===== config.mk =====
export PLATFORM = sky130hd
export DESIGN_NAME = alu_cmd_sequencer_flat
export DESIGN_NICKNAME = d
export VERILOG_FILES = /design/src/rtl/alu_cmd_sequencer_if.sv /design/src/rtl/alu_cmd_sequencer.sv /design/src/flat_wrapper.sv
export SDC_FILE = /design/constraint.sdc
export NUM_CORES = 1
export LEC_CHECK = 0
export ABC_AREA = 1
export CAP_MARGIN = 20
export CORE_MARGIN = 3
export CORE_UTILIZATION = 45
export DETAILED_ROUTE_END_ITERATION = 10
export DONT_BUFFER_PORTS = 1
export SLEW_MARGIN = 20
export SYNTH_ARGS = -nofsm -noshare
export SYNTH_HDL_FRONTEND = slang
export SYNTH_SLANG_ARGS = --single-unit

===== constraint.sdc =====
create_clock -name gated_clk -period 4 [get_ports gated_clk]
set_clock_uncertainty 0.05 [all_clocks]
set_input_delay 1.2 -clock gated_clk [delete_from_list [all_inputs] [get_ports gated_clk]]
set_output_delay 1.2 -clock gated_clk [all_outputs]
set_load 0.01 [all_outputs]

===== src/rtl/alu_cmd_sequencer_if.sv =====
// Command, ALU-operand and response signals between the ALU command sequencer and its neighbours.
// The slave modport is the sequencer's view; master is the view of the surrounding logic.
interface alu_cmd_sequencer_if #(
  parameter int DATA_W = 4,
  parameter int OP_W   = 3
);
  logic              cmd_valid;
  logic              cmd_ready;
  logic [OP_W-1:0]   cmd_op;
  logic [DATA_W-1:0] cmd_a;
  logic [DATA_W-1:0] cmd_b;
  logic [OP_W-1:0]   alu_op;
  logic [DATA_W-1:0] alu_a;
  logic [DATA_W-1:0] alu_b;
  logic              alu_issue;
  logic [DATA_W-1:0] alu_result;
  logic              alu_zero;
  logic              rsp_valid;
  logic              rsp_ready;
  logic [DATA_W-1:0] rsp_result;
  logic              rsp_zero;
  logic [OP_W-1:0]   rsp_op;
  logic              busy;

  modport slave (
    input  cmd_valid, cmd_op, cmd_a, cmd_b, alu_result, alu_zero, rsp_ready,
    output cmd_ready, alu_op, alu_a, alu_b, alu_issue,
    output rsp_valid, rsp_result, rsp_zero, rsp_op, busy
  );

  modport master (
    output cmd_valid, cmd_op, cmd_a, cmd_b, alu_result, alu_zero, rsp_ready,
    input  cmd_ready, alu_op, alu_a, alu_b, alu_issue,
    input  rsp_valid, rsp_result, rsp_zero, rsp_op, busy
  );
endinterface


===== src/rtl/alu_cmd_sequencer.sv =====
// Buffers {op,A,B} commands, issues them one at a time to the gated-clock ALU, and returns
// each registered result/zero pair on a valid/ready response channel in command order.
//
// state   | meaning
// S_IDLE  | nothing outstanding; pops the FIFO head as soon as one is present
// S_ISSUE | operands just loaded; alu_issue high for this cycle
// S_WAIT  | timer counts down while the ALU result settles; capture at terminal count
// S_RESP  | response held until rsp_ready; then chain straight to the next command or idle
module alu_cmd_sequencer #(
  parameter int DATA_W = 4,
  parameter int OP_W   = 3,
  parameter int DEPTH  = 4,
  parameter int LAT    = 2
) (
  input logic gated_clk,
  input logic reset,
  alu_cmd_sequencer_if.slave bus
);
  localparam int AW    = $clog2(DEPTH);
  localparam int PW    = AW + 1;
  localparam int CNT_W = $clog2(LAT);
  localparam int ENT_W = OP_W + 2 * DATA_W;

  typedef enum logic [1:0] {S_IDLE, S_ISSUE, S_WAIT, S_RESP} state_t;

  state_t            r_state;
  logic [CNT_W-1:0]  r_cnt;
  logic [PW-1:0]     r_wr_ptr;
  logic [PW-1:0]     r_rd_ptr;
  logic [ENT_W-1:0]  r_mem [DEPTH];
  logic              r_cmd_ready;
  logic [OP_W-1:0]   r_alu_op;
  logic [DATA_W-1:0] r_alu_a;
  logic [DATA_W-1:0] r_alu_b;
  logic              r_alu_issue;
  logic              r_rsp_valid;
  logic [DATA_W-1:0] r_rsp_result;
  logic              r_rsp_zero;
  logic [OP_W-1:0]   r_rsp_op;

  logic              w_empty;
  logic              w_push;
  logic              w_pop;
  logic              w_full_nxt;
  logic [PW-1:0]     w_wr_nxt;
  logic [PW-1:0]     w_rd_nxt;
  logic [ENT_W-1:0]  w_head;

  assign w_empty    = (r_wr_ptr == r_rd_ptr);
  assign w_push     = bus.cmd_valid && r_cmd_ready;
  assign w_pop      = !w_empty && ((r_state == S_IDLE) || ((r_state == S_RESP) && bus.rsp_ready));
  assign w_wr_nxt   = r_wr_ptr + PW'(w_push);
  assign w_rd_nxt   = r_rd_ptr + PW'(w_pop);
  assign w_full_nxt = (w_wr_nxt[AW-1:0] == w_rd_nxt[AW-1:0]) && (w_wr_nxt[AW] != w_rd_nxt[AW]);
  assign w_head     = r_mem[r_rd_ptr[AW-1:0]];

  always_ff @(posedge gated_clk) begin
    if (w_push) r_mem[r_wr_ptr[AW-1:0]] <= {bus.cmd_op, bus.cmd_a, bus.cmd_b};
  end

  // cmd_ready is the registered complement of the post-edge full flag, so it never
  // combinationally follows a same-cycle pop.
  always_ff @(posedge gated_clk or posedge reset) begin
    if (reset) begin
      r_wr_ptr    <= '0;
      r_rd_ptr    <= '0;
      r_cmd_ready <= 1'b1;
    end else begin
      r_wr_ptr    <= w_wr_nxt;
      r_rd_ptr    <= w_rd_nxt;
      r_cmd_ready <= !w_full_nxt;
    end
  end

  always_ff @(posedge gated_clk or posedge reset) begin
    if (reset) begin
      r_state      <= S_IDLE;
      r_cnt        <= '0;
      r_alu_op     <= '0;
      r_alu_a      <= '0;
      r_alu_b      <= '0;
      r_alu_issue  <= 1'b0;
      r_rsp_valid  <= 1'b0;
      r_rsp_result <= '0;
      r_rsp_zero   <= 1'b0;
      r_rsp_op     <= '0;
    end else begin
      r_alu_issue <= 1'b0;
      if (w_pop) {r_alu_op, r_alu_a, r_alu_b} <= w_head;
      case (r_state)
        S_IDLE: begin
          if (!w_empty) begin
            r_state     <= S_ISSUE;
            r_alu_issue <= 1'b1;
          end
        end
        S_ISSUE: begin
          r_cnt   <= CNT_W'(LAT - 1);
          r_state <= S_WAIT;
        end
        S_WAIT: begin
          if (r_cnt == '0) begin
            r_rsp_result <= bus.alu_result;
            r_rsp_zero   <= bus.alu_zero;
            r_rsp_op     <= r_alu_op;
            r_rsp_valid  <= 1'b1;
            r_state      <= S_RESP;
          end else begin
            r_cnt <= r_cnt - CNT_W'(1);
          end
        end
        S_RESP: begin
          if (bus.rsp_ready) begin
            r_rsp_valid <= 1'b0;
            if (!w_empty) begin
              r_state     <= S_ISSUE;
              r_alu_issue <= 1'b1;
            end else begin
              r_state <= S_IDLE;
            end
          end
        end
        default: r_state <= S_IDLE;
      endcase
    end
  end

  assign bus.cmd_ready  = r_cmd_ready;
  assign bus.alu_op     = r_alu_op;
  assign bus.alu_a      = r_alu_a;
  assign bus.alu_b      = r_alu_b;
  assign bus.alu_issue  = r_alu_issue;
  assign bus.rsp_valid  = r_rsp_valid;
  assign bus.rsp_result = r_rsp_result;
  assign bus.rsp_zero   = r_rsp_zero;
  assign bus.rsp_op     = r_rsp_op;
  assign bus.busy       = (r_state != S_IDLE) || !w_empty;
endmodule


===== src/flat_wrapper.sv =====
// flat-port wrapper written by rule: the top's interface ports become plain ports
module alu_cmd_sequencer_flat 
#(
  parameter int DATA_W = 4,
  parameter int OP_W   = 3,
  parameter int DEPTH  = 4,
  parameter int LAT    = 2
)
  (gated_clk, reset, bus_cmd_valid, bus_cmd_op, bus_cmd_a, bus_cmd_b, bus_alu_result, bus_alu_zero, bus_rsp_ready, bus_cmd_ready, bus_alu_op, bus_alu_a, bus_alu_b, bus_alu_issue, bus_rsp_valid, bus_rsp_result, bus_rsp_zero, bus_rsp_op, bus_busy);
  alu_cmd_sequencer_if #(.DATA_W(DATA_W), .OP_W(OP_W)) bus_i ();
  input logic gated_clk;
  input logic reset;
  input wire logic [$bits(bus_i.cmd_valid)-1:0] bus_cmd_valid;
  input wire logic [$bits(bus_i.cmd_op)-1:0] bus_cmd_op;
  input wire logic [$bits(bus_i.cmd_a)-1:0] bus_cmd_a;
  input wire logic [$bits(bus_i.cmd_b)-1:0] bus_cmd_b;
  input wire logic [$bits(bus_i.alu_result)-1:0] bus_alu_result;
  input wire logic [$bits(bus_i.alu_zero)-1:0] bus_alu_zero;
  input wire logic [$bits(bus_i.rsp_ready)-1:0] bus_rsp_ready;
  output wire logic [$bits(bus_i.cmd_ready)-1:0] bus_cmd_ready;
  output wire logic [$bits(bus_i.alu_op)-1:0] bus_alu_op;
  output wire logic [$bits(bus_i.alu_a)-1:0] bus_alu_a;
  output wire logic [$bits(bus_i.alu_b)-1:0] bus_alu_b;
  output wire logic [$bits(bus_i.alu_issue)-1:0] bus_alu_issue;
  output wire logic [$bits(bus_i.rsp_valid)-1:0] bus_rsp_valid;
  output wire logic [$bits(bus_i.rsp_result)-1:0] bus_rsp_result;
  output wire logic [$bits(bus_i.rsp_zero)-1:0] bus_rsp_zero;
  output wire logic [$bits(bus_i.rsp_op)-1:0] bus_rsp_op;
  output wire logic [$bits(bus_i.busy)-1:0] bus_busy;
  assign bus_i.cmd_valid = bus_cmd_valid;
  assign bus_i.cmd_op = bus_cmd_op;
  assign bus_i.cmd_a = bus_cmd_a;
  assign bus_i.cmd_b = bus_cmd_b;
  assign bus_i.alu_result = bus_alu_result;
  assign bus_i.alu_zero = bus_alu_zero;
  assign bus_i.rsp_ready = bus_rsp_ready;
  assign bus_cmd_ready = bus_i.cmd_ready;
  assign bus_alu_op = bus_i.alu_op;
  assign bus_alu_a = bus_i.alu_a;
  assign bus_alu_b = bus_i.alu_b;
  assign bus_alu_issue = bus_i.alu_issue;
  assign bus_rsp_valid = bus_i.rsp_valid;
  assign bus_rsp_result = bus_i.rsp_result;
  assign bus_rsp_zero = bus_i.rsp_zero;
  assign bus_rsp_op = bus_i.rsp_op;
  assign bus_busy = bus_i.busy;
  alu_cmd_sequencer #(.DATA_W(DATA_W), .OP_W(OP_W), .DEPTH(DEPTH), .LAT(LAT)) u_core (.gated_clk(gated_clk), .reset(reset), .bus(bus_i));
endmodule

==> results.yml <==
min_path:
  hp-start: "u_core.r_cnt$_DFFE_PP0P_"
  hold_class: "reg2reg"
worst_setup_path:
  path_max_fanout: 14
  cp.required_ps: 2750
  crit_start: "u_core.r_rd_ptr[1]$_DFF_PP0_"
  cp_data_arrival_time_ps: 1510
  start_kind: "flip-flop"
  crit_type: "reg2out"
  rr_startpoint: "u_core.r_rd_ptr[1]$_DFF_PP0_"
  end_kind: "output port"
outcome:
  outcome: "finished, final reports clean"
power_and_ir_drop:
  vdd_drop_max_mv: 0.376
  pwr-share-clk: 0.186
  total_power_mw: 2.67
  pwr-share-seq: 0.478
  power_density_nw_per_um2: 819
  switching_share: 0.389
  intPower_mw: 1.63
  combPwrFrac: 0.335
  leakage_nw: 1.34
  p_switching_mw: 1.04
placed_design:
  gp_congestion: 0.743
  io_buffers: 0
  place_ws_ps: 1450
  dpl.hpwl_um: 3590
  place_inst: 320
  place_area_um2: 3090
final_layout:
  num-fill-cells: 583
  drive_gt1_frac: 0.124
  multi_input_area_um2: 781
  register_area_um2: 2100
  finalInstanceArea_um2: 3260
  final_cell_count_no_fill: 336
  fin_nets: 282
  syn_to_final_growth_pct: 9.05
  final_cell_mix: "nand2_1, edfxtp_1, o21ai_0"
  mostFrequentLayoutCell: "nand2_1"
  antennaDiodeCount: 0
timing:
  max_freq_mhz: 362
  finalHoldViolations: 0
  period_minus_slack_ps: 2760
  tightest_slew_ps: 519
  tns_ps: 0
  max_slew_margin: 0.654
  maxSlewViolCount: 0
  setup-violations-final: 0
  fin_crit_sh: 0.691
  rsz0062_at_grt: "no"
  setup_slack_ps: 1240
detailed_routing:
  drt.antenna.violating_nets: 0
  wl_per_cell_um: 16.1
  routed_wl_um: 5400
  vias_per_cell: 5.22
  first_pass_iters: 4
  vias: 1755
  drt-initial-drc-count: 79
  drt_drc_violations_left: 0
clocking:
  cts_max_path_buffers: 2
  cts.sinks: 75
  cts_resized: 0
  cts_tree: "built"
  cts_hold_buf: 0
  numCtsBuffers: 9
  cts_setup_buffers: 0
  root_buffer: "clkbuf_8"
  clk-insertion-delay-late_ps: 340
  htreeDepth: 3
  clk_pin_slew_ps: 70
yosys:
  ys_types: 25
  syn_avg_cell_area_um2: 12.2
  synth-edff-count: 44
  yosysWarningCount: 0
  syn_nets: 273
  synth_flop_cell: "edfxtp_1"
  syn_area_um2: 2990
  async_flop_share: 0.413
  synth_seq_cells: 75
  synthCells: 245
  ys_seq_area_frac: 0.702
die:
  die_area_um2: 7650
  start_util: 0.468
  fp.dieW_um: 87.5
  core_area_um2: 6390
  die_h_um: 87.5
  io_pins: 43
  row_count: 29
grt:
  grt_max_degree: 32
  grt_overflow: 0
  antenna_found_initial: 0
  grt_pass1_wl_um: 8760
  track_usage: 0.156
  grt_pass1_vias: 1741
flow_run:
  max_cap_violations: 0
==> cells by family (layout without fill, tap and decap cells) <==
logic type / after synthesis / after routing / synth area share
adder cells (fa/ha/maj): 8 / 8 / 0.0335
AO/OA/AOI/OAI: 45 / 45 / 0.0829
buffers and inverters: 26 / 40 / 0.0364
flip-flops: 75 / 75 / 0.702
XOR/XNOR: 6 / 6 / 0.0176
AND/OR/NAND/NOR: 80 / 80 / 0.108
multiplexers: 5 / 5 / 0.0188
==> final timing paths <==
path                                                   endpoint  slack [ps]  depth (start not counted)
min in group asynchronous  u_core.bus.rsp_result[1]$_DFFE_PP0P_         760                          2
setup reg to reg                 u_core.bus.cmd_ready$_DFF_PP1_        1750                          9
hold / removal                         u_core.r_cnt$_DFFE_PP0P_         460                          2
max in group asynchronous        u_core.bus.cmd_ready$_DFF_PP1_        2800                          2
setup / recovery                                       bus_busy        1240                          2
hold reg to reg                        u_core.r_cnt$_DFFE_PP0P_         460                          2
==> stage by stage <==
stage                     hold WS, ps  utilization
after global routing              485        0.510
final                             465        0.510
after CTS                         472        0.510
after floorplan                   425            -
after global placement            450        0.484
after detailed placement          454        0.484
==> worst max-delay path, cell delays in order (launching register included) <==
cell and delay (ps):
dfrtp_1 580, xnor2_1 320, nand4_1 280
==> layer usage <==
| layer | vias up | GRT usage | wire length [um] |
|---|---|---|---|
| met2 | 51 | 0.233 | 2530 |
| met1 | 841 | 0.201 | 2330 |
| li1 | 858 | - | - |
| met3 | 5 | 0.0558 | 466 |
| met4 | 0 | 0.0753 | 75 |
| met5 | - | 0 | 0 |
==> cell usage after synthesis, types with 2 or more instances <==
master | instances | area share
xnor2_1 | 3 | 0.0088
clkbuf_1 | 6 | 0.0075
nand2_1 | 47 | 0.059
inv_1 | 16 | 0.020
edfxtp_1 | 44 | 0.44
o22ai_1 | 11 | 0.023
mux2_2 | 5 | 0.019
dfrtp_1 | 30 | 0.25
o21ai_0 | 31 | 0.052
ha_1 | 8 | 0.034
nor2_1 | 24 | 0.030
nor3_1 | 4 | 0.0067
xor2_1 | 3 | 0.0088
nand3_1 | 2 | 0.0034
==> power by group through the flow <==
stage | clock network [mW] | registers, mW | logic [mW]
after floorplan | 0 | 1.25 | 0.730
after global placement | 0 | 1.29 | 0.889
after detailed placement | 0 | 1.30 | 0.909
after CTS | 0.513 | 1.28 | 0.913
after global routing | 0.545 | 1.31 | 1.04
final | 0.497 | 1.28 | 0.895
==> flip-flops by register name, indices dropped and copies added, names as in the netlist, 2 cells and up <==
name,count
u_core.r_rd_ptr,3
u_core.bus.alu_op,3
u_core.bus.alu_a,4
u_core.bus.rsp_op,3
u_core.r_wr_ptr,3
u_core.r_mem,44
u_core.bus.rsp_result,4
u_core.bus.alu_b,4
u_core.r_state,2
==> cell type report <==
class	instances	share of cell area
flip-flops and latches	75	0.644
multi-input cells	144	0.240
clock buffers	9	0.0380
well taps	77	0.0296
inverters	18	0.0215
repair buffers	6	0.0138
clock inverters	7	0.0134
No activity file was read; power rests on OpenSTA's default activity.
